$ cat src/rtl/gcd_pkg.sv
// Shared definitions for the subtraction-based GCD engine.
// Holds the default operand width and the FSM state encodings.
// States are plain localparam constants so older tools that lack enum
// support can still read the state register directly.
package gcd_pkg;

    localparam int GCD_WIDTH = 8;

    localparam logic [1:0] ST_IDLE = 2'd0;
    localparam logic [1:0] ST_CALC = 2'd1;
    localparam logic [1:0] ST_DONE = 2'd2;

endpackage

$ cat src/rtl/gcd_datapath.sv
// GCD datapath: working a/b registers, comparison flags and the subtractor.
// The controller either loads fresh operands or requests one reduction step.
// A step always subtracts the smaller value from the larger one, so the
// registers never underflow.
module gcd_datapath
    import gcd_pkg::*;
#(
    parameter int WIDTH = GCD_WIDTH
) (
    input  logic             clk,
    input  logic             reset,
    input  logic             load,
    input  logic             step,
    input  logic [WIDTH-1:0] a_in,
    input  logic [WIDTH-1:0] b_in,
    output logic [WIDTH-1:0] a_val,
    output logic [WIDTH-1:0] b_val,
    output logic             a_zero,
    output logic             b_zero,
    output logic             eq,
    output logic             gt
);

    // Comparator flags the controller uses to choose between finishing and stepping
    always_comb begin
        a_zero = (a_val == '0);
        b_zero = (b_val == '0);
        eq     = (a_val == b_val);
        gt     = (a_val > b_val);
    end

    // Working registers: capture operands on load, otherwise reduce the larger one
    always_ff @(posedge clk) begin
        if (reset) begin
            a_val <= '0;
            b_val <= '0;
        end else if (load) begin
            a_val <= a_in;
            b_val <= b_in;
        end else if (step) begin
            if (gt) begin
                a_val <= a_val - b_val;
            end else begin
                b_val <= b_val - a_val;
            end
        end
    end

endmodule

$ cat src/rtl/gcd_top.sv
// Top level of the iterative GCD engine.
// Contains the IDLE/CALC/DONE controller, the registered Result and done outputs,
// and the optional CALC-cycle counter enabled by defining GCD_CYCLE_COUNT_EN.
// Result only changes when an operation completes; a reset mid-operation
// discards the work in progress.
module gcd_top
    import gcd_pkg::*;
#(
    parameter int WIDTH = GCD_WIDTH
) (
    input  logic             clk,
    input  logic             reset,
    input  logic             start,
    input  logic [WIDTH-1:0] A,
    input  logic [WIDTH-1:0] B,
    output logic [WIDTH-1:0] Result,
    output logic             done
`ifdef GCD_CYCLE_COUNT_EN
    ,
    output logic [WIDTH-1:0] cycles
`endif
);

    logic [1:0]       state;
    logic             load;
    logic             step;
    logic             finish_calc;
    logic [WIDTH-1:0] a_val;
    logic [WIDTH-1:0] b_val;
    logic             a_zero;
    logic             b_zero;
    logic             eq;
    logic             gt;

    gcd_datapath #(
        .WIDTH(WIDTH)
    ) u_datapath (
        .clk   (clk),
        .reset (reset),
        .load  (load),
        .step  (step),
        .a_in  (A),
        .b_in  (B),
        .a_val (a_val),
        .b_val (b_val),
        .a_zero(a_zero),
        .b_zero(b_zero),
        .eq    (eq),
        .gt    (gt)
    );

    // Decode controller strobes: operands load only in IDLE, a CALC cycle either finishes or steps
    always_comb begin
        load        = (state == ST_IDLE) && start;
        finish_calc = (state == ST_CALC) && (a_zero || b_zero || eq);
        step        = (state == ST_CALC) && !finish_calc;
    end

    // Controller: IDLE waits for start, CALC runs until terminal, DONE lasts one cycle
    always_ff @(posedge clk) begin
        if (reset) begin
            state <= ST_IDLE;
        end else begin
            case (state)
                ST_IDLE: if (start)       state <= ST_CALC;
                ST_CALC: if (finish_calc) state <= ST_DONE;
                ST_DONE:                  state <= ST_IDLE;
                default:                  state <= ST_IDLE;
            endcase
        end
    end

    // Publish the GCD on completion; a zero a means the answer sits in b, otherwise in a
    always_ff @(posedge clk) begin
        if (reset) begin
            Result <= '0;
            done   <= 1'b0;
        end else begin
            done <= finish_calc;
            if (finish_calc) begin
                Result <= a_zero ? b_val : a_val;
            end
        end
    end

`ifdef GCD_CYCLE_COUNT_EN
    localparam logic [WIDTH-1:0] CNT_ONE = {{(WIDTH-1){1'b0}}, 1'b1};

    logic [WIDTH-1:0] calc_cnt;
    logic [WIDTH-1:0] calc_cnt_inc;

    // Saturating increment so very long operations report all-ones instead of wrapping
    always_comb begin
        calc_cnt_inc = (&calc_cnt) ? calc_cnt : calc_cnt + CNT_ONE;
    end

    // Count CALC cycles of the running operation and publish the total alongside Result
    always_ff @(posedge clk) begin
        if (reset) begin
            calc_cnt <= '0;
            cycles   <= '0;
        end else if (load) begin
            calc_cnt <= '0;
        end else if (state == ST_CALC) begin
            calc_cnt <= calc_cnt_inc;
            if (finish_calc) begin
                cycles <= calc_cnt_inc;
            end
        end
    end
`endif

endmodule

$ cat config.mk
export PLATFORM = sky130hd
export DESIGN_NAME = gcd_top
export DESIGN_NICKNAME = d
export VERILOG_FILES = /design/src/rtl/gcd_pkg.sv /design/src/rtl/gcd_datapath.sv /design/src/rtl/gcd_top.sv
export SDC_FILE = /design/constraint.sdc
export NUM_CORES = 1
export LEC_CHECK = 0
export CAP_MARGIN = 15
export CORE_MARGIN = 1.5
export CORE_UTILIZATION = 35
export CTS_CLUSTER_DIAMETER = 120
export DETAILED_ROUTE_END_ITERATION = 10
export PLACE_DENSITY = 0.53
export SLEW_MARGIN = 20
export SYNTH_ARGS = -nofsm -noshare
export SYNTH_HDL_FRONTEND = slang
export SYNTH_SLANG_ARGS = --single-unit
$ cat constraint.sdc
create_clock -name clk -period 3.1 [get_ports clk]
set_input_delay 0.93 -clock clk [delete_from_list [all_inputs] [get_ports clk]]
set_output_delay 0.93 -clock clk [all_outputs]
set_load 0.1 [all_outputs]
==> metrics.md <==
| Metric | Value |
|---|---|
| Count of placed standard cells including taps | 320 |
| Clock insertion delay at the later pin of the skew report | ~280 ps |
| Setup slack of the most critical reg-to-reg path | about 440 ps |
| Met1 demand-to-capacity share in global routing | 23.0% |
| Post-CTS repair timing setup buffer count | 0 |
| Hold-fix buffer count after cts | 0 |
| Warnings from Yosys | 0 |
| Non-filler cells, final | ~320 |
| Total wire length after detailed routing | slightly below 5000 microns |
| Max-slew violation count | 0 |
| Switching portion of total power | a little over 50% |
| Relative contribution of the clock network to total power | 9.7% |
| Cell count of the worst hold path | 2 |
| Register bit total from synthesis | 27 |
| CP delay by family, top | compound AO/OA/AOI/OAI gates |
| Power share of the sequential group | a little under a quarter |
| Highest-delay cell along the critical path | dfxtp_1 |
| Overflow left after global routing | 0 |
| Sort of element at the start of the critical path | flip-flop |
| Final GP Congestion | 0.856 |
| VDD IR max | just under 0.3 mV |
| Root Buffer Master | clkbuf_8 |
| Combinational fraction of design power | between 60% and 70% |
| Number of DRC violations after detailed routing | 0 |
| Async set-or-reset flop fraction in the synthesized netlist | 0% |
| ANT cells | 0 |
| Unique masters post-synth | 48 |
| Total power per unit cell area | 966 mW/mm^2 |
| GRT Max-Usage Layer | met2 |
| EDFF count, synth | 0 |
| Met3 Track Usage GR | 3.18% |
| CTS buffer count | 3 |
| Commonest register cell after synthesis | dfxtp_1 |
| Post-route clock skew | approximately 3.7 ps |
| Count of port buffers added during placement | 27 |
| Clock-pin slew on the worst setup and hold paths | approximately 100 ps |
| Endpoint with the worst hold slack | Result[0]$_SDFFE_PP0P_ |
| Half-perimeter wire length after detailed placement | about 3600 microns |
| Setup repair after global routing missed its margin | false |
| Cell type with the highest aggregate area in the netlist | dfxtp_1 |
| Die Y | just under 80 microns |
| Relative slew margins | 63.2% |
| Initial core utilization | between 30% and 40% |
| Worst-margin pin slew | about 550 ps |
| Top cells by area, synth | dfxtp_1 (28%), ha_1 (9.6%), a21oi_1 (5.6%) |
| Final hold vios | 0 |
| Count of TritonRoute iterations in the first routing pass | 4 |
| Share of the yosys chip area belonging to registers | between 20% and 30% |
| Ratio of cells with drive above 1 in the final layout | about an eighth |
| Vias in the first global route | 1,658 |
| Clock period minus final worst setup slack | between 2000 and 3000 ps |
| Net count, final | 289 |
| Final ANT Viol Nets | 0 |
| Top fanout value on the critical path | 8 |
| Final setup viols | 0 |
| Kind of capture point of the worst setup path | flip-flop |
| Number of antenna violations at the first check in global routing | 0 |
| Total leakage power | ~0.86 nW |
| Area of the die | between 0.006 and 0.007 sq mm |
| Min-Delay Startpoint | Result[0]$_SDFFE_PP0P_ |
| TritonCTS clock tree | built |
| Critical R2R Launch | u_datapath.a_val[0]$_SDFFE_PP0P_ |
| Wire length of the first global-routing pass | 8300 microns |
| Maximum number of pins on one net before global-route repair | 29 |
| Buffer depth of the longest clock path | 2 |
| CP arrival | about 2800 ps |
| Cts repair resizes | 0 |
| Synth Cell Area | around 0.002 sq mm |
| Capturing point of the worst reg2reg path | u_datapath.a_val[5]$_SDFFE_PP0P_ |
| Max frequency | ~380 MHz |
| Deepest level of the CTS H-tree | 1 |
| DP Worst Slack | approximately 480 ps |
| Share of the clock period used by the worst path | 85.8% |
| Core region area | about 0.0054 sq mm |
| Routed WL per cell | between 15 and 20 microns |
| Result of the run | finished clean |
| Syn Inst Count | 233 |
| Cell-by-cell trace of the critical path | inv_1, ha_1, fa_1, nand2b_4, a21oi_1, a221o_1, nand2_1, o21ai_0, a31oi_1 |
| Worst-case reg-to-reg path depth | 9 |
| Mean post-synth cell area | between 8 and 9 sq um |
| Vias per cell | between 5 and 6 |
| Highest cell delay on the worst timing path | around 420 ps |
| CP required | around 3300 ps |
| Area share of the largest cell type after synthesis | between 20% and 30% |
| Final worst-path setup slack | around 440 ps |
| Global-route total usage across every layer | 17.3% |
| Class of the most critical hold timing path | flip-flop to flip-flop |
| CTS sink cnt | 27 |
| Setup TNS Final | 0 ps |
| Nets in the synthesized netlist | between 200 and 300 |
| Buffers plus inverters on the worst setup path | 1 |
| DIE WIDTH | ~80 microns |
| Total via count in the routed design | ~1.7k |
| Fill cell instance count of the final layout | roughly 570 |
| Number of cell rows | 27 |
| Synthesis-to-finish area growth | 14.5% |
| Met2 layer usage reported by global route | between 20% and 30% |
| I/O pins | 28 |
| Number of max-capacitance violations reported | 0 |
| Number of DRC violations after detailed-routing iteration 0 | between 90 and 100 |
| Internal portion of total power | around 1.0 mW |
| WS Path Type | flip-flop to flip-flop |
| Cell with the most instances after synthesis | dfxtp_1 |
| Commonest cells post-synth | dfxtp_1 (27), a21oi_1 (22), nand2_1 (21) |
| Sw power | roughly 1.1 mW |
-- per-layer routing --
metal,routed length [microns],vias to the layer above
met2,2280,29
met1,2400,800
met4,36,0
li1,-,869
met3,164,4
met5,0,-
-- sequential cells by signal, indices dropped and copies added (netlist names) --
| name | count |
|---|---|
| Result | 8 |
| u_datapath.a_val | 8 |
| state | 2 |
| u_datapath.b_val | 8 |
| done | 1 |
-- layout make-up --
cell class                 instances  area, sq um  area share [%]
clock buffer                       4         45.0            2.01
inverter                          17         63.8            2.85
multi-input combinational        176         1240            55.6
sequential                        27          541            24.1
tap                               72         90.1            4.02
timing repair buffer              28          255            11.4
-- per-stage QoR --
stage	hold slack, ps	power [mW]	instance area [sq um]	utilization [%]
after floorplan	464	1.73	1960	-
after global placement	495	1.96	2190	40.3
after detailed placement	500	1.96	2190	40.3
after CTS	515	2.17	2240	41.2
after global routing	529	2.34	2240	41.2
final	510	2.16	2240	41.2
-- power groups by stage --
stage          Combinational [mW]  Sequential [mW]  Clock (mW)
2_1_floorplan                1.01            0.722           0
3_3_place_gp                 1.44            0.527           0
3_5_place_dp                 1.43            0.526           0
4_1_cts                      1.44            0.519       0.215
5_1_grt                      1.58            0.531       0.228
6_report                     1.44            0.517       0.209
-- worst register-to-register path, stage by stage (launching register included) --
cell	delay, ps
dfxtp_1	420
inv_1	70
ha_1	220
fa_1	390
nand2b_4	160
a21oi_1	390
a221o_1	350
nand2_1	240
o21ai_0	230
a31oi_1	70
-- placed cells by master (no fill, tap or decap), types with 5 or more instances in the layout --
| master | instances |
|---|---|
| inv_1 | 17 |
| buf_4 | 10 |
| a31oi_1 | 11 |
| o21ai_0 | 11 |
| nor2_1 | 20 |
| a21oi_1 | 22 |
| nor3_1 | 5 |
| ha_1 | 15 |
| a211oi_1 | 8 |
| nand2_1 | 21 |
| or4_1 | 5 |
| xnor2_1 | 5 |
| dfxtp_1 | 27 |
| clkdlybuf4s50_1 | 18 |
| nand3_1 | 5 |
-- kinds of logic (layout without fill, tap and decap cells) --
logic type	after synthesis	count (layout)	share of synthesized area, %
adder cells (fa/ha/maj)	17	17	11.6
AND/OR/NAND/NOR	78	78	22.8
AO/OA/AOI/OAI	73	73	25.6
XOR/XNOR	8	8	3.58
flip-flops	27	27	27.6
buffers and inverters	30	49	8.76
-- worst max-delay path by stage --
stage / end / cells after the start / startpoint / slack, ps
floorplan: u_datapath.a_val[5]$_SDFFE_PP0P_ / 9 / u_datapath.a_val[0]$_SDFFE_PP0P_ / 820
global placement: u_datapath.a_val[5]$_SDFFE_PP0P_ / 9 / u_datapath.a_val[0]$_SDFFE_PP0P_ / 430
detailed placement: u_datapath.a_val[5]$_SDFFE_PP0P_ / 8 / u_datapath.a_val[1]$_SDFFE_PP0P_ / 480
CTS: u_datapath.a_val[5]$_SDFFE_PP0P_ / 9 / u_datapath.a_val[0]$_SDFFE_PP0P_ / 460
global route: u_datapath.a_val[5]$_SDFFE_PP0P_ / 8 / u_datapath.a_val[1]$_SDFFE_PP0P_ / 250
finish: u_datapath.a_val[5]$_SDFFE_PP0P_ / 9 / u_datapath.a_val[0]$_SDFFE_PP0P_ / 440
Power figures use the tool's default switching activity.
